==> config.mk <==
export PLATFORM = sky130hd
export DESIGN_NAME = quad_encoder_gen
export DESIGN_NICKNAME = d
export VERILOG_FILES = /design/src/rtl/quad_encoder_gen.sv
export SDC_FILE = /design/constraint.sdc
export NUM_CORES = 1
export LEC_CHECK = 0
export ABC_AREA = 1
export BUFFER_PORTS_ARGS = -buffer_cell sky130_fd_sc_hd__buf_2
export CAP_MARGIN = 20
export CORE_MARGIN = 2
export CORE_UTILIZATION = 33
export DETAILED_ROUTE_END_ITERATION = 7
export MAX_ROUTING_LAYER = met4
export REMOVE_ABC_BUFFERS = 1
export SYNTH_ARGS = -nofsm -noshare
export SYNTH_HDL_FRONTEND = slang
export SYNTH_SLANG_ARGS = --single-unit
==> constraint.sdc <==
create_clock -name CLK -period 9.3 [get_ports CLK]
set_input_delay 1.86 -clock CLK [delete_from_list [all_inputs] [get_ports CLK]]
set_output_delay 1.86 -clock CLK [all_outputs]
set_load 0.01 [all_outputs]
==> src/rtl/quad_encoder_gen.sv <==
// Quadrature A/B step generator: queues signed step requests and plays each one
// out as a full four-edge Gray cycle at a programmable edge spacing.
module quad_encoder_gen #(
    parameter int p_DIV_WIDTH = 16,
    parameter int p_CNT_WIDTH = 8
) (
    input  logic                   CLK,
    input  logic                   RST,
    input  logic                   i_step,
    input  logic                   i_cw,
    input  logic [p_DIV_WIDTH-1:0] iv_div,
    output logic                   o_phase_a,
    output logic                   o_phase_b,
    output logic                   o_busy,
    output logic [p_CNT_WIDTH-1:0] ov_pending,
    output logic                   o_ovf
);

    localparam logic [0:0] ST_IDLE = 1'b0;
    localparam logic [0:0] ST_RUN  = 1'b1;

    localparam logic [p_DIV_WIDTH-1:0] c_div_one = p_DIV_WIDTH'(1);
    localparam logic signed [p_CNT_WIDTH:0] c_one  = (p_CNT_WIDTH+1)'(1);
    localparam logic signed [p_CNT_WIDTH:0] c_mone = '1;

    logic [0:0]             state_q, state_d;
    logic [p_DIV_WIDTH-1:0] timer_q, timer_d;
    logic [p_DIV_WIDTH-1:0] div_q, div_d;
    logic [1:0]             edge_q, edge_d;
    logic                   dir_q, dir_d;
    logic                   a_q, a_d;
    logic                   b_q, b_d;
    logic                   ovf_q, ovf_d;
    logic [p_CNT_WIDTH-1:0] pend_q, pend_d;

    logic                          start;
    logic signed [p_CNT_WIDTH:0]   pend_ext;
    logic signed [p_CNT_WIDTH:0]   req_ext;
    logic signed [p_CNT_WIDTH:0]   start_ext;
    logic signed [p_CNT_WIDTH:0]   sum_nreq;
    logic signed [p_CNT_WIDTH:0]   sum_req;

    // Pending counter: one guard bit detects leaving the signed range.
    always_comb begin
        start     = (state_q == ST_IDLE) && (pend_q != '0);
        pend_ext  = {pend_q[p_CNT_WIDTH-1], pend_q};
        req_ext   = '0;
        if (i_step) begin
            req_ext = i_cw ? c_one : c_mone;
        end
        start_ext = '0;
        if (start) begin
            start_ext = pend_q[p_CNT_WIDTH-1] ? c_mone : c_one;
        end
        sum_nreq  = pend_ext - start_ext;
        sum_req   = sum_nreq + req_ext;
        ovf_d     = 1'b0;
        pend_d    = sum_req[p_CNT_WIDTH-1:0];
        if (sum_req[p_CNT_WIDTH] != sum_req[p_CNT_WIDTH-1]) begin
            pend_d = sum_nreq[p_CNT_WIDTH-1:0];
            ovf_d  = 1'b1;
        end
    end

    always_comb begin
        state_d = state_q;
        timer_d = timer_q;
        div_d   = div_q;
        edge_d  = edge_q;
        dir_d   = dir_q;
        a_d     = a_q;
        b_d     = b_q;
        case (state_q)
            ST_IDLE: begin
                if (start) begin
                    state_d = ST_RUN;
                    dir_d   = ~pend_q[p_CNT_WIDTH-1];
                    div_d   = (iv_div == '0) ? c_div_one : iv_div;
                    timer_d = (iv_div == '0) ? c_div_one : iv_div;
                    edge_d  = 2'd0;
                end
            end
            ST_RUN: begin
                if (timer_q == c_div_one) begin
                    // Gray rotation; the fourth transition lands back on 00.
                    if (dir_q) begin
                        a_d = ~b_q;
                        b_d = a_q;
                    end else begin
                        a_d = b_q;
                        b_d = ~a_q;
                    end
                    timer_d = div_q;
                    edge_d  = edge_q + 2'd1;
                    if (edge_q == 2'd3) begin
                        state_d = ST_IDLE;
                    end
                end else begin
                    timer_d = timer_q - c_div_one;
                end
            end
            default: state_d = ST_IDLE;
        endcase
    end

    always_ff @(posedge CLK or posedge RST) begin
        if (RST) begin
            state_q <= ST_IDLE;
            timer_q <= '0;
            div_q   <= '0;
            edge_q  <= 2'd0;
            dir_q   <= 1'b0;
            a_q     <= 1'b0;
            b_q     <= 1'b0;
            ovf_q   <= 1'b0;
            pend_q  <= '0;
        end else begin
            state_q <= state_d;
            timer_q <= timer_d;
            div_q   <= div_d;
            edge_q  <= edge_d;
            dir_q   <= dir_d;
            a_q     <= a_d;
            b_q     <= b_d;
            ovf_q   <= ovf_d;
            pend_q  <= pend_d;
        end
    end

    assign o_phase_a  = a_q;
    assign o_phase_b  = b_q;
    assign o_busy     = (state_q == ST_RUN);
    assign ov_pending = pend_q;
    assign o_ovf      = ovf_q;

endmodule
==> qor.yml <==
floorplan:
  ioPinCount: 32
  initial_core_util: 0.341
  rows: 35
  die_w_microns: 102
  die_h_microns: 102
  die-area_sq_um: 10400
  coreArea_sq_um: 9240
cts:
  postCtsSetupRepairBufs: 0
  cts_resized: 0
  htree_num_levels: 2
  clk_path_buf_depth: 2
  clk_pin_slew_ns: 0.08
  cts_hold_buf: 0
  numCtsBuffers: 5
  clock_latency_ns: 0.30
  cts_root_buf: "clkbuf_8"
  clock_sinks: 47
  cts_tree: "built"
grt:
  grt_max_degree: 48
  grt.total_usage: 0.159
  grt_remaining_overflow: 0
  antenna_found_initial: 0
  grt_pass1_vias: 2764
  grt_pass1_wl_microns: 12600
logic_synthesis:
  synth_cell_types: 35
  synth_warnings: 0
  synth_xor_xnor_area_share: 0.0556
  syn_inst: 407
  synth_ff_type: "dfrtp_1"
  synth_edf_count: 0
  synth_top_area_share: 0.373
  synth_async_sr_flop_share: 1.00
  synth_adder_area_share: 0.0841
  synth_area_leader_cell: "dfrtp_1"
  synth_top_family_by_area: "simple AND/OR/NAND/NOR gates"
  syn_avg_cell_area_sq_um: 7.75
  synthTopCellsByArea: "dfrtp_1, nand2_1, ha_1"
  synth-simple-area-share: 0.296
  ys_ff_latch: 47
  synth-compound-area-share: 0.115
  synth.most_common_cell: "nand2_1"
  synthMuxAreaShare: 0
  yosysSeqAreaShare: 0.373
  syn_area_sq_um: 3150
  synth_common_cells: "nand2_1, dfrtp_1, inv_1"
routing:
  wirelength_microns: 7430
  route.detailed.drc: 0
  first_iter_violations: 91
  wl_per_cell_microns: 13.0
  via_per_inst: 4.81
  drt-pass1-iter-count: 4
  via_count: 2740
  postRouteAntennaNets: 0
status:
  status: "finished clean"
placed_design:
  place_area_sq_um: 3430
  dp.cells: 562
  dp_hpwl_microns: 5720
  io_buffers: 31
  place.gp.congestion: 0.919
setup_path:
  worstPathRequired_ns: 9.48
  crit_type: "primary input to register"
  startpoint: "i_step"
  cp_common_cell: "nand2_1"
  r2r_start: "ov_pending[7]"
  endpoint_kind: "register"
  start_kind: "primary input"
  crit_chain: "buf_2, inv_1, nor2_1, ha_1, a21oi_1, nand2_1, nand4_1, nand2_1, nand2_1, nand2_1, inv_1, nand3_2, a21boi_2"
  arrival_ns: 4.09
  critPathMaxFanout: 11
  cp_slowest_cell: "nor2_1"
  max_stage_delay_ns: 0.59
min_path:
  holdCritStartpoint: "div_q[3]"
  hp-class: "register to register"
finish:
  diodes: 0
  syn_to_final_growth_pct: 12.8
  final_nets: 481
  final_area_sq_um: 3560
  stdcell_count: 570
  layout-drive-gt1-share: 0.159
power_and_ir_drop:
  total_power_w: 0.00117
  ir_drop_uv: 309
  leakage_nw: 1.77
  power.density_nw_per_um2: 330
flow_run:
  timing.max_cap.violations: 0
timing:
  worst_pin_slew_ns: 0.782
  rsz0062_at_grt: "no"
  min_period_over_period: 0.420
  fin_crit_ns: 3.91
  setup-tns-final_ns: 0
  skew_ns: 0.00505
  max_freq_ghz: 0.256
  relSlewSlack: 0.477
  final_max_slew_viol_count: 0
  finalHoldViolCount: 0
  setup_viol: 0
through the flow:
stage	setup WS [ns]	hold WS [ns]	utilization
after floorplan	5.29	0.436	-
after global placement	5.12	0.450	0.372
after detailed placement	5.06	0.460	0.372
after CTS	5.38	0.480	0.383
after global routing	5.10	0.489	0.385
final	5.39	0.477	0.385
cell type report:
cell class              count  area, sq um
clock buffers               6         72.6
fillers                   960         5680
repair buffers             33          183
clock inverters             1         30.0
flip-flops and latches     47         1180
multi-input cells         302         1740
inverters                  52          195
well taps                 129          161
cell families after synthesis:
| family | after synthesis |
|---|---|
| XOR/XNOR | 20 |
| adder cells (fa/ha/maj) | 20 |
| AO/OA/AOI/OAI | 60 |
| flip-flops | 47 |
| buffers and inverters | 58 |
| AND/OR/NAND/NOR | 202 |
final timing paths:
kind | endpoint | slack [ns] | cells past startpoint
setup / recovery | ov_pending[7] | 5.39 | 13
hold / removal | div_q[3] | 0.48 | 2
setup reg to reg | ov_pending[7] | 5.53 | 21
hold reg to reg | div_q[3] | 0.48 | 2
max in group asynchronous | div_q[11] | 7.21 | 3
min in group asynchronous | o_phase_b | 1.59 | 2
cell usage in the layout (no fill, tap or decap), types with 3 or more instances in the layout:
cell type  count
nand4_1        5
a21oi_1       19
nand2_1      109
xnor2_1        6
inv_2          9
ha_1          18
nand3_2        4
o21ai_0       15
o211ai_1       5
buf_2         31
clkbuf_8       5
nand2_2        6
dfrtp_1       47
nor2_1        27
nand3_1       34
inv_1         43
nor4_1         5
xor2_1        14
nor2_2         3
nand2_4        4
o2111ai_1      7
o21ai_1        5
worst max-delay path, delay by kind of cell:
family	cells	cell delay [ns]
AO/OA/AOI/OAI	2	0.34
adder cells (fa/ha/maj)	1	0.40
buffers and inverters	3	0.27
AND/OR/NAND/NOR	7	1.22
registers in the layout (all words and copies together) (netlist names):
signal      flops
timer_q        16
o_busy          1
edge_q          2
o_ovf           1
o_phase_a       1
o_phase_b       1
dir_q           1
div_q          16
ov_pending      8
power by group:
| part | total, W | internal, W | switching [W] |
|---|---|---|---|
| combinational | 0.000717 | 0.000275 | 0.000443 |
| clock | 0.000147 | 0.0000789 | 0.0000686 |
| sequential | 0.000308 | 0.000263 | 0.0000452 |
layer usage:
| layer | wire, microns | share of wire | GRT usage |
|---|---|---|---|
| met5 | 0 | 0 | - |
| met4 | 92 | 0.012 | 0.0509 |
| met3 | 296 | 0.040 | 0.0242 |
| met2 | 3750 | 0.51 | 0.282 |
| met1 | 3290 | 0.44 | 0.184 |
No activity file was read; power rests on OpenSTA's default activity.
